**config.mk**
```make
export PLATFORM = sky130hd
export DESIGN_NAME = result_bcd_converter
export DESIGN_NICKNAME = d
export VERILOG_FILES = /design/src/rtl/result_bcd_converter_pkg.sv /design/src/rtl/result_bcd_converter_digit_adj.sv /design/src/rtl/result_bcd_converter.sv
export SDC_FILE = /design/constraint.sdc
export NUM_CORES = 1
export LEC_CHECK = 0
export BUFFER_PORTS_ARGS = -buffer_cell sky130_fd_sc_hd__clkbuf_2
export CAP_MARGIN = 15
export CORE_MARGIN = 2
export CORE_UTILIZATION = 45
export DETAILED_ROUTE_END_ITERATION = 12
export GPL_TIMING_DRIVEN = 1
export PLACE_DENSITY = 0.64
export SKIP_CTS_REPAIR_TIMING = 1
export SYNTH_ARGS = -nofsm -noshare
export SYNTH_HDL_FRONTEND = slang
export SYNTH_HIERARCHICAL = 1
export SYNTH_SLANG_ARGS = --single-unit
```
**constraint.sdc**
```tcl
create_clock -name clk -period 4.7 [get_ports clk]
set_input_delay 0.94 -clock clk [delete_from_list [all_inputs] [get_ports clk]]
set_output_delay 0.94 -clock clk [all_outputs]
set_load 0.01 [all_outputs]
```
**src/rtl/result_bcd_converter_pkg.sv**
```systemverilog
// Shared types and sizing helpers for the signed-result to BCD converter.
package result_bcd_converter_pkg;

    // Conversion sequencer states.
    typedef enum logic [1:0] {
        ST_IDLE  = 2'd0,
        ST_SHIFT = 2'd1,
        ST_DONE  = 2'd2
    } state_e;

    // Operand width of the upstream arithmetic unit in its usual build.
    localparam int DEF_WORD_LENGTH = 16;

    // Decimal digits needed for a 2*wl-bit magnitude:
    // ceil(2*wl*log10(2)), with log10(2) approximated as 0.30103.
    // Yields 5 for wl=8 and 10 for wl=16.
    function automatic int digits_for(input int wl);
        return (2 * wl * 30103 + 99999) / 100000;
    endfunction

    // Width of a counter that must be able to hold the value 2*wl.
    function automatic int cnt_w_for(input int wl);
        return $clog2(2 * wl + 1);
    endfunction

    localparam int DIGITS = digits_for(DEF_WORD_LENGTH);
    localparam int CNT_W  = cnt_w_for(DEF_WORD_LENGTH);

endpackage

```
**src/rtl/result_bcd_converter_digit_adj.sv**
```systemverilog
// One double-dabble correction cell: a BCD digit of 5 or more gets +3 so
// that the following left shift carries correctly into the next digit.
module bcd_digit_adj (
    input  logic [3:0] digit_i,
    output logic [3:0] digit_o
);

    // Pure combinational correction, no state.
    always_comb begin
        if (digit_i >= 4'd5) begin
            digit_o = digit_i + 4'd3;
        end else begin
            digit_o = digit_i;
        end
    end

endmodule

```
**src/rtl/result_bcd_converter.sv**
```systemverilog
// Converts a signed two's-complement result into sign + packed BCD magnitude
// using a serial double-dabble engine (one bit per clock).
//
// Handshake: a conversion starts on a rising edge of ready seen while idle;
// Result and error are sampled on that same clock edge. busy is high from the
// capture edge until valid. valid is a single-cycle pulse marking the cycle
// in which bcd/sign/error_out take their new values; those outputs are
// otherwise held. Edges of ready arriving while busy are discarded.
module result_bcd_converter
    import result_bcd_converter_pkg::*;
#(
    parameter  int WORD_LENGTH = DEF_WORD_LENGTH,
    localparam int RW          = 2 * WORD_LENGTH,
    localparam int ND          = digits_for(WORD_LENGTH),
    localparam int CW          = cnt_w_for(WORD_LENGTH)
) (
    input  logic            clk,
    input  logic            reset,
    input  logic            ready,
    input  logic [RW-1:0]   Result,
    input  logic            error,
    output logic [4*ND-1:0] bcd,
    output logic            sign,
    output logic            error_out,
    output logic            valid,
    output logic            busy,
    output logic [1:0]      dbg_state
);

    // Sequencer state.
    state_e state_q, state_d;

    // Previous ready level for edge detection; tracks ready in every state.
    logic ready_prev_q;

    // Captured operands and double-dabble working registers.
    logic            sign_c_q, sign_c_d;
    logic            err_c_q, err_c_d;
    logic [RW-1:0]   mag_q, mag_d;
    logic [4*ND-1:0] work_q, work_d;
    logic [CW-1:0]   cnt_q, cnt_d;

    // Visible result registers.
    logic [4*ND-1:0] bcd_q, bcd_d;
    logic            sign_q, sign_d;
    logic            err_out_q, err_out_d;
    logic            valid_q;

    // Control decoded from the state.
    logic ready_rise;
    logic capture;
    logic do_shift;
    logic load_out;
    logic last_shift;

    // Digit-corrected working register feeding the shifter.
    logic [4*ND-1:0] work_adj;
    // Top bit shifted out of the BCD register; always zero because ND digits
    // cover the largest magnitude.
    logic            work_msb_unused;

    assign ready_rise      = ready & ~ready_prev_q;
    assign last_shift      = (cnt_q == CW'(RW - 1));
    assign work_msb_unused = work_adj[4*ND-1];

    // One correction cell per BCD digit.
    for (genvar g = 0; g < ND; g++) begin : g_adj
        bcd_digit_adj u_adj (
            .digit_i (work_q[4*g +: 4]),
            .digit_o (work_adj[4*g +: 4])
        );
    end

    // State register.
    always_ff @(posedge clk or negedge reset) begin
        if (!reset) begin
            state_q <= ST_IDLE;
        end else begin
            state_q <= state_d;
        end
    end

    // Next-state logic: accept an edge only when idle, error skips shifting.
    always_comb begin
        state_d = state_q;
        case (state_q)
            ST_IDLE: begin
                if (ready_rise) begin
                    state_d = error ? ST_DONE : ST_SHIFT;
                end
            end
            ST_SHIFT: begin
                if (last_shift) begin
                    state_d = ST_DONE;
                end
            end
            ST_DONE: begin
                state_d = ST_IDLE;
            end
            default: begin
                state_d = ST_IDLE;
            end
        endcase
    end

    // Output/control decode from the current state.
    always_comb begin
        capture  = (state_q == ST_IDLE) && ready_rise;
        do_shift = (state_q == ST_SHIFT);
        load_out = (state_q == ST_DONE);
        busy     = (state_q != ST_IDLE);
    end

    // Datapath next-state: capture, shift-and-correct, and result load.
    always_comb begin
        sign_c_d  = sign_c_q;
        err_c_d   = err_c_q;
        mag_d     = mag_q;
        work_d    = work_q;
        cnt_d     = cnt_q;
        bcd_d     = bcd_q;
        sign_d    = sign_q;
        err_out_d = err_out_q;

        if (capture) begin
            sign_c_d = Result[RW-1];
            err_c_d  = error;
            // Negation in RW bits: the most negative input maps to 2^(RW-1).
            mag_d    = Result[RW-1] ? ((~Result) + RW'(1)) : Result;
            work_d   = '0;
            cnt_d    = '0;
        end else if (do_shift) begin
            work_d = {work_adj[4*ND-2:0], mag_q[RW-1]};
            mag_d  = {mag_q[RW-2:0], 1'b0};
            cnt_d  = cnt_q + CW'(1);
        end

        if (load_out) begin
            bcd_d     = err_c_q ? '0 : work_q;
            sign_d    = err_c_q ? 1'b0 : sign_c_q;
            err_out_d = err_c_q;
        end
    end

    // Datapath and result registers.
    always_ff @(posedge clk or negedge reset) begin
        if (!reset) begin
            ready_prev_q <= 1'b0;
            sign_c_q     <= 1'b0;
            err_c_q      <= 1'b0;
            mag_q        <= '0;
            work_q       <= '0;
            cnt_q        <= '0;
            bcd_q        <= '0;
            sign_q       <= 1'b0;
            err_out_q    <= 1'b0;
            valid_q      <= 1'b0;
        end else begin
            ready_prev_q <= ready;
            sign_c_q     <= sign_c_d;
            err_c_q      <= err_c_d;
            mag_q        <= mag_d;
            work_q       <= work_d;
            cnt_q        <= cnt_d;
            bcd_q        <= bcd_d;
            sign_q       <= sign_d;
            err_out_q    <= err_out_d;
            valid_q      <= load_out;
        end
    end

    assign bcd       = bcd_q;
    assign sign      = sign_q;
    assign error_out = err_out_q;
    assign valid     = valid_q;
    assign dbg_state = state_q;

endmodule
```
Word-level counts from Yosys, hierarchy flattened
Cells that the tools add are included.
{"block": "totals", "word_cells": 69, "input_bits": 36, "reg_bits": 126, "output_inout_bits": 46}
{"block": "classes", "eq_ne": 5, "addsub": 12, "n_reduce_logical": 5, "bitwise_logic": 3, "n_lt_le_gt_ge": 10, "n_mux": 23}
{"operator": "$mux 40", "n": 3}
{"operator": "$mux 32", "n": 3}
{"operator": "$ge 4x3->1 const B", "n": 10}
{"operator": "$add 4x2->4 const B", "n": 9}
{"operator": "$mux 4", "n": 9}
{"operator": "$add 32x1->32 const B", "n": 1}
{"operator": "$not 32->32", "n": 1}
{"operator": "$mux 6", "n": 2}
{"operator": "$add 6x1->6 const B", "n": 1}
{"operator": "$eq 6x5->1 const B", "n": 1}
{"operator": "$mux 2", "n": 3}
{"operator": "$pmux 2 s2", "n": 1}
{"operator": "$reduce_bool 2->1", "n": 2}
{"operator": "$add 3x2->3 const B", "n": 1}
{"operator": "$mux 3", "n": 1}
{"operator": "$eq 2x1->1 const B", "n": 1}
{"operator": "$eq 2x2->1 const B", "n": 1}
{"operator": "$logic_not 2->1", "n": 1}
{"operator": "$ne 2x1->1 const B", "n": 1}
{"operator": "$ne 2x2->1 const B", "n": 1}
{"operator": "$reduce_and 2->1", "n": 1}
{"operator": "$and 1x1->1", "n": 1}
{"operator": "$logic_and 1x1->1", "n": 1}
{"operator": "$mux 1", "n": 1}
{"operator": "$not 1->1", "n": 1}

Logic depth before layout (Yosys ltp)
{"block": "depth", "ltp_word": 4, "depth_mapped": 7, "mapped_depth_nobuf": 7}

By module
Netlist, hierarchy kept.
{"mod": "result_bcd_converter", "cells_per_inst": 667, "instances": 1, "seq_area_each_um2": 3153.0, "area_per_inst_um2": 6004.5}
{"mod": "bcd_digit_adj", "cells_per_inst": 16, "instances": 10, "seq_area_each_um2": 0.0, "area_per_inst_um2": 101.3}

Least setup slack after synthesis
Ideal clock, no wire load.
{"block": "synth_timing", "path_type": "input port to flip-flop", "from": "input port Result[10]", "to": "register mag_q[26]", "cell_stages": 5, "path_buffers": 0, "required_ns": 4.568, "setup_ns": 0.132, "arrival_time_ns": 2.521, "slack_ns": 2.047, "path_cell_list": "or4_4 or4_4 nor4_4 mux2i_1 o21ai_1"}
{"block": "synth_via", "elab_chain_len": 4}
{"element": "start: declaration", "line_no": "result_bcd_converter.sv:20", "source": "input logic [RW-1:0] Result,"}
{"element": "$not 32->32", "line_no": "result_bcd_converter.sv:129", "source": "mag_d = Result[RW-1] ? ((~Result) + RW'(1)) : Result;"}
{"element": "$add 32x1->32", "line_no": "result_bcd_converter.sv:129"}
{"element": "$mux 32", "line_no": "result_bcd_converter.sv:129"}
{"element": "$mux 32", "line_no": "result_bcd_converter.sv:125", "source": "if (capture) begin"}
{"element": "end signal: assignment", "line_no": "result_bcd_converter.sv:162", "source": "mag_q <= mag_d;"}
{"element": "end: declaration", "line_no": "result_bcd_converter.sv:39", "source": "logic [RW-1:0] mag_q, mag_d;"}
No other way between the ends.
A chain may end at the register's enable or synchronous reset.

Worst setup path after layout
{"block": "layout_timing", "from": "input port Result[1]", "to": "register mag_q[21]"}
The elaborated chain is that of the path after synthesis.

==> flow_summary.yaml <==
sta:
  finalCriticalPeriod_ns: 2.558
  final.setup.worst_slack_ns: 2.142
  post-route-period-util: 0.5443
  fin_hold_ws_ns: 0.4727
  relSlewSlack: 0.2748
  slew_violations: 0
  grt_setup_unrepaired: "false"
  setup_viol: 0
  fmax_ghz: 0.3909
  hold_violations: 0
  finClkSkew_ns: 0.004131
  fin_setup_tns_ns: 0
  tightest_slew_ns: 1.088
clock_network:
  cts_tree: "yes"
  clkTransAtPathRegs_ns: 0.06
  cts_max_path_buffers: 2
  insertion_delay_ns: 0.41
  cts_sinks: 126
  htreeDepth: 4
  cts_root_buffer: "clkbuf_16"
  cts_buffers: 17
routing:
  ant_nets: 0
  wl_per_cell_um: 13.54
  drc: 0
  vias: 5627
  detailedRoute.firstIterationViolations: 312
  wirelength_um: 14680
  drtPass1Iterations: 4
  via_per_inst: 5.191
power:
  ir_drop_uv: 309.5
  p_leak_nw: 3.960
  total_power_mw: 5.447
  p_int_mw: 3.378
  power_density_nw_per_um2: 668.2
  switchingPower_mw: 2.070
  netSwitchingFraction: 0.3799
  clkPwrFrac: 0.249
  combPwrFrac: 0.382
  pwr-share-seq: 0.369
placed_design:
  port_buffers: 81
  dp.cells: 1053
  routabilityCongestion: 0.8175
  dp_hpwl_um: 9453
  post-place-ws_ns: 1.706
floorplanning:
  fp.coreArea_um2: 15200
  num_rows: 45
  start_util: 0.4603
  ios: 82
  die_x_um: 128.7
  die_area_um2: 16570
  die_h_um: 128.7
global_routing:
  grt_pass1_wl_um: 25170
  gr-total-overflow: 0
  grt_pass1_vias: 5213
  grt_antenna_before_repair: 0
  grt_max_degree: 61
  grt.total_usage: 0.1874
synth:
  mappedNetlistArea_um2: 6998
  postSynthAreaPerCell_um2: 8.503
  syn_nets: 881
  yosys_warnings: 6
  synthCells: 823
final_layout:
  final_nets: 942
  regArea_um2: 3153
  multi_input_area_um2: 3603
  diodes: 0
  area_delta_synth_final_pct: 16.50
  stdcell_count: 1084
  fillers: 1452
  drive_gt1_frac: 0.1629
critical_path:
  path_delay_family: "simple AND/OR/NAND/NOR gates"
  cp_slowest_cell: "nor4_1"
  crit_type: "in -> reg"
  crit_chain: "clkbuf_2 > nor4_1 > nand4_1 > o41ai_1 > xor2_1 > a21oi_1"
  end_kind: "flop"
  worstPathRequired_ns: 4.98
  cp-start-kind: "input pin"
  worst_path_largest_cell_delay_ns: 0.59
  critPathArrivalTime_ns: 2.84
  path_buf_inv: 1
  path_max_fanout: 8
run_status:
  status: "complete, no violations"
run:
  drv_cap: 0
hold_path:
  worstHoldPathType: "reg -> reg"
power groups by stage:
stage               Sequential, mW  Clock, mW  Combinational [mW]
floorplan                     1.97          0                1.54
global placement              2.02          0                2.05
detailed placement            2.03          0                2.11
CTS                           2.02       1.38                2.11
global route                  2.10       1.43                2.42
finish                        2.01       1.35                2.08
area by class of cell:
type / instances / share of cell area
multi-input combinational: 627 / 0.4420
clock buffer: 25 / 0.06200
clock inverter: 6 / 0.01289
sequential: 126 / 0.3867
tap: 188 / 0.02885
inverter: 24 / 0.01105
timing repair buffer: 88 / 0.05648
placed cells by master (no fill, tap or decap), drive strengths merged, types with 2 or more instances in the layout:
master / n
nand3: 45
nor4: 7
a31oi: 4
xor2: 22
nand4: 3
clkbuf: 105
nor4b: 2
nand2b: 63
o21ai: 75
a22o: 5
buf: 8
dfrtp: 126
nor3: 2
clkinv: 3
or3: 2
o31ai: 12
ha: 22
nor2b: 4
inv: 24
or2: 4
a21oi: 35
nor2: 21
and3: 21
bufinv: 3
mux2i: 16
or4: 4
nand2: 228
o41ai: 6
xnor2: 13
nor3b: 2
routing by layer:
metal / track usage / vias to the layer above / wire length (µm)
met4: 0.05371 / 0 / 134
li1: - / 2873 / -
met5: 0 / - / 0
met3: 0.04657 / 12 / 538
met1: 0.2579 / 2648 / 7296
met2: 0.2954 / 94 / 6712
worst paths after layout:
path / slack, ns / end / cells after the start / from
max in group asynchronous: 3.16 / mag_q[25] / 2 / reset
max: 2.14 / mag_q[21] / 6 / Result[1]
min in group asynchronous: 0.60 / bcd[14] / 1 / reset
max reg2reg: 2.25 / mag_q[22] / 4 / dbg_state[1]
min reg2reg: 0.47 / bcd[28] / 2 / bcd[28]
min: 0.47 / bcd[28] / 2 / bcd[28]
state kept, by name, summed over array words and instances (netlist names):
register / flops
cnt_q: 6
bcd: 40
dbg_state: 2
sign: 1
sign_c_q: 1
valid: 1
err_c_q: 1
work_q: 40
mag_q: 32
error_out: 1
ready_prev_q: 1
through the flow:
step                  util  cell area, µm²
floorplan                -            6998
global placement    0.4961            7542
detailed placement  0.4961            7542
CTS                 0.5363            8153
global route        0.5363            8153
finish              0.5363            8153
tightest hold or removal path, delay by kind of cell (launching register included):
kind	cells	cell delay [ns]
flip-flops	1	0.33
AO/OA/AOI/OAI	1	0.06
AND/OR/NAND/NOR	1	0.05
Note: power is estimated with default switching activity, not from simulation.
